$ cat config.mk
export PLATFORM = sky130hd
export DESIGN_NAME = div32x16_signed
export DESIGN_NICKNAME = d
export VERILOG_FILES = /design/src/rtl/div32x16_signed.sv
export SDC_FILE = /design/constraint.sdc
export NUM_CORES = 1
export LEC_CHECK = 0
export CAP_MARGIN = 20
export CELL_PAD_IN_SITES_DETAIL_PLACEMENT = 0
export CELL_PAD_IN_SITES_GLOBAL_PLACEMENT = 1
export CORE_MARGIN = 2
export CORE_UTILIZATION = 46
export CTS_BUF_LIST = sky130_fd_sc_hd__clkbuf_8
export CTS_CLUSTER_SIZE = 30
export DETAILED_ROUTE_END_ITERATION = 16
export PLACE_DENSITY = 0.92
export SETUP_SLACK_MARGIN = 0.5
export SYNTH_ARGS = -nofsm -noshare
export SYNTH_HDL_FRONTEND = slang
export SYNTH_SLANG_ARGS = --single-unit
$ cat constraint.sdc
create_clock -name clk -period 4.7 [get_ports clk]
set_input_delay 0.94 -clock clk [delete_from_list [all_inputs] [get_ports clk]]
set_output_delay 0.94 -clock clk [all_outputs]
set_load 0.01 [all_outputs]
$ cat src/rtl/div32x16_signed.sv
// Sequential signed divider: 2N-bit dividend / N-bit divisor, radix-2 restoring on magnitudes.
// Optional macro DIV_ZERO_FAST_EN: a zero divisor skips the iteration phase and completes in one cycle.
module div32x16_signed #(
  parameter int N = 16
) (
  input  logic           clk,
  input  logic           rst_n,
  input  logic           start,
  input  logic [2*N-1:0] A,
  input  logic [N-1:0]   B,
  output logic           busy,
  output logic           done,
  output logic [N-1:0]   q,
  output logic [N-1:0]   r,
  output logic           div_zero,
  output logic           ovf
);

  // Handshake: start is sampled only in IDLE; busy covers CALC; done pulses one cycle
  // with q/r/div_zero/ovf, which then hold until the next done.
  localparam int CW = $clog2(2*N);
  localparam logic [2*N-1:0] QPOS    = {{(N+1){1'b0}}, {(N-1){1'b1}}};
  localparam logic [2*N-1:0] QNEG    = {{N{1'b0}}, 1'b1, {(N-1){1'b0}}};
  localparam logic [N-1:0]   SAT_POS = {1'b0, {(N-1){1'b1}}};
  localparam logic [N-1:0]   SAT_NEG = {1'b1, {(N-1){1'b0}}};

  typedef enum logic [1:0] {IDLE, CALC, FIX} state_t;

  state_t         state;
  logic [CW-1:0]  cnt;
  logic [2*N-1:0] dvd;
  logic [N-1:0]   rem;
  logic [N-1:0]   bmag;
  logic           sa;
  logic           sb;
  logic           bz;

  logic [2*N-1:0] amag_in;
  logic [N-1:0]   bmag_in;
  logic [N:0]     rem_sh;
  logic           ge;
  logic [N-1:0]   rem_nx;
  logic           q_neg;
  logic           over;
  logic [N-1:0]   q_norm;
  logic [N-1:0]   r_norm;

  always_comb begin
    amag_in = A[2*N-1] ? -A : A;
    bmag_in = B[N-1] ? -B : B;
    rem_sh  = {rem, dvd[2*N-1]};
    // The partial remainder stays below |B|, so the subtraction result always fits in N bits.
    ge      = rem_sh[N] | (rem_sh[N-1:0] >= bmag);
    rem_nx  = ge ? (rem_sh[N-1:0] - bmag) : rem_sh[N-1:0];
    q_neg   = sa ^ sb;
    over    = q_neg ? (dvd > QNEG) : (dvd > QPOS);
    q_norm  = q_neg ? -dvd[N-1:0] : dvd[N-1:0];
    r_norm  = sa ? -rem : rem;
  end

  always_ff @(posedge clk) begin
    if (!rst_n) begin
      state    <= IDLE;
      cnt      <= '0;
      dvd      <= '0;
      rem      <= '0;
      bmag     <= '0;
      sa       <= 1'b0;
      sb       <= 1'b0;
      bz       <= 1'b0;
      busy     <= 1'b0;
      done     <= 1'b0;
      q        <= '0;
      r        <= '0;
      div_zero <= 1'b0;
      ovf      <= 1'b0;
    end else begin
      done <= 1'b0;
      case (state)
        IDLE: begin
          if (start) begin
            sa   <= A[2*N-1];
            sb   <= B[N-1];
            bz   <= (B == '0);
            dvd  <= amag_in;
            bmag <= bmag_in;
            rem  <= '0;
            cnt  <= '0;
`ifdef DIV_ZERO_FAST_EN
            if (B == '0) begin
              state <= FIX;
            end else begin
              state <= CALC;
              busy  <= 1'b1;
            end
`else
            state <= CALC;
            busy  <= 1'b1;
`endif
          end
        end
        CALC: begin
          rem <= rem_nx;
          dvd <= {dvd[2*N-2:0], ge};
          cnt <= cnt + 1'b1;
          if (cnt == CW'(2*N-1)) state <= FIX;
        end
        FIX: begin
          done  <= 1'b1;
          busy  <= 1'b0;
          state <= IDLE;
          if (bz) begin
            q        <= sa ? SAT_NEG : SAT_POS;
            r        <= '0;
            div_zero <= 1'b1;
            ovf      <= 1'b0;
          end else if (over) begin
            q        <= q_neg ? SAT_NEG : SAT_POS;
            r        <= '0;
            div_zero <= 1'b0;
            ovf      <= 1'b1;
          end else begin
            q        <= q_norm;
            r        <= r_norm;
            div_zero <= 1'b0;
            ovf      <= 1'b0;
          end
        end
        default: state <= IDLE;
      endcase
    end
  end

endmodule

# Yosys cells after proc, flatten, opt, wreduce, memory -nomap -nowiden
# Index checks and enable logic that the tools add are counted.
[op_classes]
n_addsub = 6
magnitude_cmp = 3
n_eq_ne = 5
n_mux = 27
bitwise_logic = 2
n_reduce_logical = 8
[op_table]
columns = ["op", "n"]
rows = [
  ["$mux 16", 11],
  ["$mux 32", 2],
  ["$pmux 32 s2", 1],
  ["$neg 16->16", 3],
  ["$gt 32x15->1 const B", 1],
  ["$gt 32x16->1 const B", 1],
  ["$neg 32->32", 1],
  ["$pmux 16 s2", 1],
  ["$ge 16x16->1", 1],
  ["$logic_not 16->1", 1],
  ["$sub 16x16->16", 1],
  ["$pmux 5 s2", 1],
  ["$reduce_and 2->1", 4],
  ["$mux 1", 6],
  ["$add 5x1->5 const B", 1],
  ["$eq 5x5->1 const B", 1],
  ["$mux 5", 1],
  ["$mux 2", 2],
  ["$ne 2x2->1 const B", 2],
  ["$pmux 2 s2", 1],
  ["$reduce_bool 2->1", 2],
  ["$eq 2x1->1 const B", 1],
  ["$eq 2x2->1 const B", 1],
  ["$logic_not 2->1", 1],
  ["3 further kinds", 3],
]
[totals]
regBits = 110
input_bits = 51
output_inout_bits = 36
wordCells = 65

# Logic depth before layout (Yosys ltp)
[depth]
word_depth = 4
depth_mapped = 11

# Least setup slack after synthesis
# No wires, ideal clock.
[synth_path]
path_type = "input -> register"
from = "input A[8]"
to = "register dvd[24]"
setup_ns = 0.134
t_arrival_ns = 2.910
slack_ns = 1.656
stages = 6
path_buffers = 0
cell_sequence = "or4_4 or4_4 or4b_4 o41ai_4 xor2_1 o22ai_1"
[synth_via]
elab_chain_len = 4
[synth_lines]
columns = ["element", "line_no", "text"]
rows = [
  ["from (decl)", "9", "input logic [2*N-1:0] A,"],
  ["$neg 32->32", "49", "amag_in = A[2*N-1] ? -A : A;"],
  ["$mux 32", "49", ""],
  ["$mux 32", "81", "if (start) begin"],
  ["$pmux 32 s2", "79", "case (state)"],
  ["to (signal assigned)", "85", "dvd <= amag_in;"],
  ["to (signal assigned)", "104", "dvd <= {dvd[2*N-2:0], ge};"],
  ["to (decl)", "31", "logic [2*N-1:0] dvd;"],
]
# No other way between the ends. The select of a mux whose other input is x is not followed.
# A chain may end at the register's enable or synchronous reset.

# Final worst setup path
[layout_path]
from = "input A[14]"
to = "register dvd[24]"
# Same word-level chain as after synthesis.

==> results.md <==
* Outcome: complete, no violations
* Pre-CTS WS at between 1 and 1.5 ns
* Site row count at 43
* Core Region at between 0.01 and 0.015 mm²
* Max-Slew Margin vs Limit at around 40%
* Max rail drop VDD at 0.000339 V
* Part of the Yosys area used for sequential elements at 33.4%
* Final period utilization at 69.5%
* WL met2 at 6.55 mm
* PostCTS Resize Cnt at 0
* Leakage at approximately 2.8 nW
* Worst Tran Pin Value at 0.902 ns
* Worst r2r src: dvd[31]$_SDFFE_PN0P_
* CP max stage cell: or4b_4
* Hold-critical path endpoint: r[6]$_SDFFE_PN0P_
* Slew Limit Fails at 0
* DRT antenna net count at 0
* Iter 0 DRT Violations at about 430
* Top cells by area, synth: dfxtp_1, xor2_1, a21oi_1, o21ai_0, nand2_1
* Largest net degree at the start of global routing at 52
* Maximum level of the CTS H-tree at 3
* Layout area overhead at 17.4%
* Reg2reg end: rem[14]$_SDFFE_PN0P_
* Crit-path max FO at 5
* Root buffer cell: clkbuf_8
* Hold Fails Final Rpt at 0
* Post-synthesis cell count at 839
* Number of enable flip-flop cells after synthesis at 0
* Cts hold-fix bufs at 0
* Vias at 6,005
* Syn Area/Cell at 7.86 µm²
* Layout Nets at a little under 1,000
* Cell count of the worst reg-to-reg path at 10
* Global-route wire length before repair at 25.9 mm
* Share of Yosys cell area claimed by the top area cell type at 33.4%
* Die ar. at 0.0153 mm²
* Maxcap violations at 0
* WL met3 at between 700 and 800 µm
* CP Capture Type: register
* Diode count at 0
* Library cells used by synthesis at 60
* Netlist Area Pre-Place at 0.00660 mm²
* Data required time of the worst path at 4.95 ns
* Clk Latency, worst-skew pair at approximately 0.38 ns
* Worst hold stages at 2
* Wire length on met1 at approximately 8.5 mm
* Final worst slack at 1.44 ns
* R2r setup slk at 1.71 ns
* Clk buf depth at 2
* GR Overflow Total at 0
* Die H at 124 µm
* RSZ-0062 raised after global routing: no
* Crit start category: primary input
* Setup TNS at 0 ns
* CP arrival at 3.51 ns
* Multi-input logic area at between 0.004 and 0.005 mm²
* Routed WL at 15.9 mm
* # fillers at 1,331
* Cts bufs inserted at 9
* Most common flop cell mapped by yosys: dfxtp_1
* DRC at 0
* Min cycle time layout at ~3.3 ns
* Finished Core Util at 55.6%
* Reg area at approximately 0.0022 mm²
* Yosys warning count at 0
* HP Class: reg2reg
* Hold_sp: r[6]$_SDFFE_PN0P_
* Overall Global Routing Usage at 21.1%
* CP Class: in2reg
* Synth Register Bits at 110
* CTS tree: done
* CP Buf/Inv Count at 1
* Clock-pin slew of the registers on the worst-case setup and hold paths at 0.10 ns
* Final setup fails at 0
* Syn_nets at around 910
* Crit-path cells: clkdlybuf4s50_1 > or4_1 > or3_1 > or4b_4 > o41ai_4 > xor2_1 > o22ai_1
* Layout Skew at around 0.0075 ns
* Ys async rst share at 0%
* Power Density at 416 mW/mm²
* I/O pin total at 87
* Starting Density at 47.3%
* Post-CTS setup buffers at 0
* Clock sink total at 110
* Vias per cell at 5.58
* Fmax at 306 MHz
* PortBufs at 86
* Top routing layer used: met4
* Layout cells sized above 1 at under 10%
* WL per Instance at 14.8 µm
* Drt pass-1 iters at 4
* Hpwl dp at 11.8 mm
* Vias in the first global route at between 5,000 and 6,000
* Slowest cell delay on critical path at 0.62 ns
* Leading area contributor after synthesis: dfxtp_1
* Die width at 124 µm
* Family with the most delay on the worst path: simple AND/OR/NAND/NOR gates
* Initial antenna violation count at 0
* Placer congestion estimate at 0.893
## worst max path at each step
stage | startpoint | end | slack, ns | depth (start not counted)
finish | A[14] | dvd[24]$_SDFFE_PN0P_ | 1.44 | 7
floorplan | A[8] | dvd[24]$_SDFFE_PN0P_ | 1.66 | 6
global placement | A[14] | dvd[24]$_SDFFE_PN0P_ | 1.08 | 7
detailed placement | A[14] | dvd[24]$_SDFFE_PN0P_ | 1.05 | 7
CTS | A[14] | dvd[24]$_SDFFE_PN0P_ | 1.46 | 7
global route | A[6] | dvd[27]$_SDFFE_PN0P_ | 1.27 | 7
## report_power, final
| group | internal, mW | switching [mW] |
|---|---|---|
| clock network | 0.256 | 0.316 |
| registers | 1.02 | 0.144 |
| logic | 0.573 | 0.912 |
| total | 1.85 | 1.37 |
## kinds of logic after synthesis
logic type / after synthesis / share of synthesized area, %
buffers and inverters: 79 / 4.63
AND/OR/NAND/NOR: 264 / 19.5
XOR/XNOR: 78 / 10.4
AO/OA/AOI/OAI: 280 / 26.9
flip-flops: 110 / 33.4
multiplexers: 5 / 0.778
adder cells (fa/ha/maj): 23 / 4.48
## cells in the mapped netlist, types with 19 or more instances
cell type and n:
dfxtp_1 110, nand2_1 97, a21oi_1 78, o21ai_0 73, nor2_1 61, xor2_1 47, clkbuf_1 42, xnor2_1 31
inv_1 26, a22oi_1 25, ha_1 22, o31ai_1 19
## routing by layer
| metal | up-vias | track usage [%] |
|---|---|---|
| li1 | 3148 | - |
| met1 | 2710 | 33.1 |
| met2 | 137 | 30.0 |
| met3 | 10 | 2.38 |
| met4 | 0 | 6.18 |
| met5 | - | 0 |
## cell usage in the layout (no fill, tap or decap), types with 19 or more instances in the layout
cell             instances
xor2_1                  47
nor2_1                  61
dfxtp_1                110
o21ai_0                 73
o31ai_1                 19
a22oi_1                 25
nand2_1                 97
inv_1                   28
a21oi_1                 78
xnor2_1                 31
ha_1                    22
clkdlybuf4s50_1         86
## state kept, by name (all words and copies together) (netlist names)
| name | flops |
|---|---|
| bz | 1 |
| done | 1 |
| ovf | 1 |
| div_zero | 1 |
| busy | 1 |
| r | 16 |
| sa | 1 |
| sb | 1 |
| state | 2 |
| bmag | 16 |
| q | 16 |
| dvd | 32 |
| cnt | 5 |
| rem | 16 |
## worst register-to-register path, stage by stage (launching register included)
cell	delay, ns
dfxtp_1	0.42
inv_1	0.08
ha_1	0.24
fa_1	0.38
nand2b_1	0.20
a21o_1	0.19
a2111oi_0	0.65
nor2_1	0.15
nor3_1	0.29
a2bb2oi_1	0.21
nand3_1	0.09
## area by class of cell
class                           instances  share of cell area, %
Clock buffer                           10                   1.78
Sequential cell                       110                   28.4
Inverter                               27                   1.31
Multi-Input combinational cell        650                   52.9
Timing Repair Buffer                   94                   12.0
Clock inverter                          5                  0.662
Tap cell                              180                   2.91
## through the flow
| stage | hold slack (ns) | instances | power, mW | cell area [µm²] |
|---|---|---|---|---|
| 4_1_cts | 0.456 | 1075 | 3.22 | 7740 |
| 2_1_floorplan | 0.440 | 839 | 2.30 | 6600 |
| 6_report | 0.452 | 1076 | 3.22 | 7750 |
| 3_5_place_dp | 0.442 | 1060 | 2.65 | 7550 |
| 3_3_place_gp | 0.437 | 1059 | 2.65 | 7530 |
| 5_1_grt | 0.472 | 1076 | 3.46 | 7750 |
(Power assumes the default switching activity.)
